[src/rtl/sdr_port_arbiter.sv]
// rtl/sdr_port_arbiter.sv - round-robin N-client arbiter with priority lock onto one SDRAM channel
module sdr_port_arbiter #(
  parameter int N_CLIENTS   = 4,
  parameter int AW          = 24,
  parameter int DW          = 16,
  parameter int PRIO_CLIENT = 0,
  parameter int TIMEOUT     = 1023
) (
  input  logic                         clk_sys,
  input  logic                         reset,
  input  logic                         prio_lock,
  input  logic [N_CLIENTS-1:0]         cli_req,
  input  logic [N_CLIENTS*AW-1:0]      cli_addr,
  input  logic [N_CLIENTS*DW-1:0]      cli_din,
  input  logic [N_CLIENTS*2-1:0]       cli_be,
  output logic [N_CLIENTS-1:0]         cli_rdy,
  output logic [DW-1:0]                cli_dout,
  output logic [AW-1:0]                mem_addr,
  output logic [DW-1:0]                mem_din,
  output logic [1:0]                   mem_be,
  output logic                         mem_rnw,
  output logic                         mem_req,
  input  logic                         mem_rdy,
  input  logic [DW-1:0]                mem_dout,
  output logic [$clog2(N_CLIENTS)-1:0] grant_idx,
  output logic                         busy,
  output logic                         timeout_err
);

  localparam int GW      = $clog2(N_CLIENTS);
  localparam int CW      = (TIMEOUT > 0) ? $clog2(TIMEOUT + 1) : 1;
  localparam int TLAST_I = (TIMEOUT > 0) ? TIMEOUT - 1 : 0;
  localparam logic [CW-1:0] TLAST    = TLAST_I[CW-1:0];
  localparam logic [GW-1:0] PRIO_IDX = PRIO_CLIENT[GW-1:0];

  localparam logic [1:0] IDLE = 2'd0;
  localparam logic [1:0] WAIT = 2'd1;
  localparam logic [1:0] DONE = 2'd2;

  logic [1:0]           r_state;
  logic [GW-1:0]        r_rr_ptr;
  logic [GW-1:0]        r_grant;
  logic [CW-1:0]        r_cnt;
  logic [N_CLIENTS-1:0] r_rdy;
  logic [DW-1:0]        r_dout;
  logic [AW-1:0]        r_mem_addr;
  logic [DW-1:0]        r_mem_din;
  logic [1:0]           r_mem_be;
  logic                 r_mem_rnw;
  logic                 r_mem_req;
  logic                 r_terr;

  logic                 w_found;
  logic [GW-1:0]        w_pick;
  logic [AW-1:0]        w_addr;
  logic [DW-1:0]        w_din;
  logic [1:0]           w_be;

  // Index arithmetic modulo N_CLIENTS, which need not be a power of two.
  function automatic logic [GW-1:0] wrap_add(input logic [GW-1:0] base, input int k);
    int s;
    s = int'(base) + k;
    if (s >= N_CLIENTS) s = s - N_CLIENTS;
    return s[GW-1:0];
  endfunction

  always_comb begin
    w_found = 1'b0;
    w_pick  = r_rr_ptr;
    if (prio_lock) begin
      w_found = cli_req[PRIO_CLIENT];
      w_pick  = PRIO_IDX;
    end else begin
      for (int k = 0; k < N_CLIENTS; k++) begin
        if (!w_found && cli_req[wrap_add(r_rr_ptr, k)]) begin
          w_found = 1'b1;
          w_pick  = wrap_add(r_rr_ptr, k);
        end
      end
    end
    w_addr = cli_addr[int'(w_pick)*AW +: AW];
    w_din  = cli_din[int'(w_pick)*DW +: DW];
    w_be   = cli_be[int'(w_pick)*2 +: 2];
  end

  always_ff @(posedge clk_sys or posedge reset) begin
    if (reset) begin
      r_state    <= IDLE;
      r_rr_ptr   <= '0;
      r_grant    <= '0;
      r_cnt      <= '0;
      r_rdy      <= '0;
      r_dout     <= '0;
      r_mem_addr <= '0;
      r_mem_din  <= '0;
      r_mem_be   <= '0;
      r_mem_rnw  <= 1'b1;
      r_mem_req  <= 1'b0;
      r_terr     <= 1'b0;
    end else begin
      r_rdy <= '0;
      case (r_state)
        IDLE: begin
          if (w_found) begin
            r_mem_addr <= w_addr;
            r_mem_din  <= w_din;
            r_mem_be   <= w_be;
            r_mem_rnw  <= ~|w_be;
            r_mem_req  <= 1'b1;
            r_grant    <= w_pick;
            r_rr_ptr   <= wrap_add(w_pick, 1);
            r_cnt      <= '0;
            r_state    <= WAIT;
          end
        end
        WAIT: begin
          // A completion on the expiry cycle takes precedence over the watchdog.
          if (mem_rdy) begin
            r_mem_req       <= 1'b0;
            r_rdy[r_grant]  <= 1'b1;
            r_cnt           <= '0;
            r_state         <= DONE;
            if (r_mem_rnw) r_dout <= mem_dout;
          end else if (TIMEOUT > 0 && r_cnt == TLAST) begin
            r_mem_req       <= 1'b0;
            r_rdy[r_grant]  <= 1'b1;
            r_terr          <= 1'b1;
            r_cnt           <= '0;
            r_state         <= DONE;
          end else if (TIMEOUT > 0) begin
            r_cnt <= r_cnt + 1'b1;
          end
        end
        DONE:    r_state <= IDLE;
        default: r_state <= IDLE;
      endcase
    end
  end

  assign cli_rdy     = r_rdy;
  assign cli_dout    = r_dout;
  assign mem_addr    = r_mem_addr;
  assign mem_din     = r_mem_din;
  assign mem_be      = r_mem_be;
  assign mem_rnw     = r_mem_rnw;
  assign mem_req     = r_mem_req;
  assign grant_idx   = r_grant;
  assign busy        = (r_state != IDLE);
  assign timeout_err = r_terr;

endmodule
[config.mk]
export PLATFORM = sky130hd
export DESIGN_NAME = sdr_port_arbiter
export DESIGN_NICKNAME = d
export VERILOG_FILES = /design/src/rtl/sdr_port_arbiter.sv
export SDC_FILE = /design/constraint.sdc
export NUM_CORES = 1
export LEC_CHECK = 0
export CAP_MARGIN = 20
export CORE_ASPECT_RATIO = 1.5
export CORE_MARGIN = 3
export CORE_UTILIZATION = 41
export DETAILED_ROUTE_END_ITERATION = 7
export PLACE_DENSITY_LB_ADDON = 0.1
export SETUP_SLACK_MARGIN = 0.4
export SLEW_MARGIN = 40
export SYNTH_ARGS = -nofsm -noshare
export SYNTH_HDL_FRONTEND = slang
export SYNTH_SLANG_ARGS = --single-unit
[constraint.sdc]
create_clock -name clk_sys -period 5.44 [get_ports clk_sys]
set_input_delay 1.632 -clock clk_sys [delete_from_list [all_inputs] [get_ports clk_sys]]
set_output_delay 1.632 -clock clk_sys [all_outputs]
set_load 0.02 [all_outputs]
==> impl_results.md <==
* Status: complete, no violations
* LEAKAGE at 3.36 nW
* Largest cells by area after synthesis: dfrtp_1 (45%), mux2i_1 (19%), o221ai_1 (8.0%)
* Delay-heaviest family, CP: buffers and inverters
* Post-CTS Hold Buffers at 0
* Final Hold Fails at 0
* Vias/cell at 5.30
* Setup Skew at 4.35 ps
* Reg-to-reg setup timing slack at 2990 ps
* FP Rows at 45
* Leading cell type in the layout, fill and taps excluded: clkdlybuf4s50_1
* Worst slew margin at 0.471
* Post-DP HPWL at 12300 um
* Syn_area_per_cell at 10.9 um^2
* Area grow syn2layout at 67.4%
* Root buffer cell: clkbuf_16
* Antenna Nets Post-Route at 0
* Core Area at 10300 um^2
* # setup viols final at 0
* Fin crit period at 4020 ps
* Switching share of total power at 0.384
* Final Max Tran Viols at 0
* Share of the synthesized area in the top cell type at 0.455
* Hold_sp: timeout_err
* Max cap viols at 0
* CTS tree: yes
* HP Class: register to register
* Routability congestion estimate at between 0.8 and 0.9
* Vias at between 4000 and 5000
* Setup TNS at 0 ps
* CTS max path bufs at 2
* Clock share of power at 0.171
* Register area share after synthesis at 0.461
* Crit Path Max Fanout at 29
* Overflow left after global routing at 0
* Htree depth at 3
* RSZ-0062 raised after global routing: false
* TritonRoute pass-1 iters at 4
* Clock sinks at around 80
* Hold depth at 1
* Resized Gates After CTS at 0
* 1st-iter DRT viols at approximately 170
* Syn nets at 599
* Port-buffer cells at 259
* FF+latch count, synth at 81
* Pwr dens at 443 nW/um^2
* Crit Path Category: input pin to register
* Power Total at 3.27 mW
* Post-CTS Setup Repair Bufs at 0
* Die ar. at 12000 um^2
* Tightest Pin Transition at between 700 and 800 ps
* Number of synthesis warnings at 0
* Fmax at 0.249 GHz
* # nets final at 851
* Combinational Power Share at 0.520
* Initial core utilization at 0.427
* Crit path buf inv count at 2
* Int Power at 2.01 mW
* Routed WL per cell at 19.6 um
* Mapped Area at 4400 um^2
* Total GRT Usage at 0.260
* Share of layout cells above drive strength 1 at 0.0770
* Detailed Route WL at ~16000 um
* Post-route clock period utilization at 0.738
* Die H at 133 um
* Startpoint types: input pin
* Pin count of the biggest net entering global routing at 63
* Critical Path RT at 5610 ps
* Yosys cell types at 43
* Worst-Skew Late Latency at 330 ps
* Worst hold margin at 475 ps
* Initial antenna violation count at 1
* Die Width at 90.6 um
* Number of synthesized flops with an enable pin at 0
* Total CTS buffers at 9
* Most frequent cells in the layout: clkdlybuf4s50_1 (259), mux2i_1 (85), dfrtp_1 (80)
* Crit. End Element: register
* Critical-path top delay cell: clkdlybuf4s50_1
* Global-route wire length before repair at about 25000 um
* Worst-path cell chain: clkdlybuf4s50_1 -> nor2b_1 -> o21ai_0 -> nand3_4 -> buf_4 -> mux2i_1 -> o221ai_1
* Critical path data arrival time at 4190 ps
* FF-to-FF Start: r_rr_ptr[0]
* Worst path max stage delay at 580 ps
* R2R cell count at 6
* Ys flop type: dfrtp_1
* DRC Markers at 0
* Cells after synthesis at 405
* Worst reg2reg path endpoint: mem_addr[10]
* Vias in the first global route at 4473
* Switch Pwr at ~1.3 mW
* Synth async-reset ratio at 1.00
* VDD IR max at approximately 280 uV
* Sequential group share of total power at 0.309
* Hold Crit Endpoint: timeout_err
* IO Pins at 260
* Clock-pin slew on the worst setup and hold paths at 60 ps
* Largest area contributor in the netlist: dfrtp_1
-- cell usage after synthesis, drive strengths merged (3+ instances only) --
library cell,n
o221ai,40
nor3b,3
a221oi,3
nand2,56
nand4,3
nor3,3
o21ai,18
inv,7
and3,4
dfrtp,80
nor2b,6
buf,13
a31oi,7
mux2,16
nand3,6
nor2,16
clkbuf,13
mux2i,85
or2,3
o31ai,3
-- sequential cells by signal, indices dropped and copies added, names as in the netlist --
signal       count
grant_idx        2
mem_req          1
r_cnt           10
r_rr_ptr         2
mem_addr        24
r_state          2
cli_rdy          4
cli_dout        16
timeout_err      1
mem_din         16
mem_be           2
mem_rnw          1
-- layer usage --
metal,vias up,global-route usage,share of wire,wire (um)
met4,0,0.0843,0.020,308
met5,-,0,0,0
li1,2025,-,-,-
met2,177,0.467,0.54,8500
met1,2042,0.280,0.35,5460
met3,20,0.0984,0.096,1520
-- cell type report --
cell class	count	area [um^2]
clock inverter	5	31.3
sequential	81	2030
clock buffer	11	243
multi-input combinational	291	2210
inverter	7	31.3
tap	141	176
fill	800	2930
antenna	1	2.50
timing repair buffer	267	2650
-- cell families after synthesis --
family | synth area share
DFF | 0.461
adders and majority gates | 0.00568
muxes | 0.234
xor gates and xnor gates | 0.00199
and+or+nand+nor | 0.107
AOI/OAI and AO/OA | 0.146
buffers and inverters | 0.0452
-- power groups by stage --
| stage | sequential, mW | combinational (mW) | clock [mW] |
|---|---|---|---|
| floorplan | 1.28 | 0.653 | 0 |
| global placement | 1.00 | 1.67 | 0 |
| detailed placement | 1.02 | 1.71 | 0 |
| CTS | 1.01 | 1.71 | 0.574 |
| global route | 1.04 | 1.82 | 0.593 |
| finish | 1.01 | 1.70 | 0.559 |
-- through the flow --
step / cells / util / area (um^2) / setup WS (ps)
5_1_grt: 804 / 0.715 / 7370 / 1250
4_1_cts: 803 / 0.715 / 7360 / 1480
3_3_place_gp: 785 / 0.686 / 7070 / 1090
3_5_place_dp: 787 / 0.688 / 7090 / 1120
2_1_floorplan: 405 / - / 4400 / 1730
6_report: 804 / 0.715 / 7370 / 1420
-- worst max path at each step --
stage | cells past startpoint | slack (ps) | from | to
floorplan | 1 | 1730 | reset | cli_dout[0]
global placement | 6 | 1090 | cli_req[0] | mem_addr[1]
detailed placement | 7 | 1120 | cli_req[0] | mem_addr[16]
CTS | 7 | 1480 | cli_req[0] | mem_addr[16]
global route | 7 | 1250 | cli_req[0] | mem_addr[16]
finish | 7 | 1420 | cli_req[0] | mem_addr[10]
Note: power is estimated with default switching activity, not from simulation.
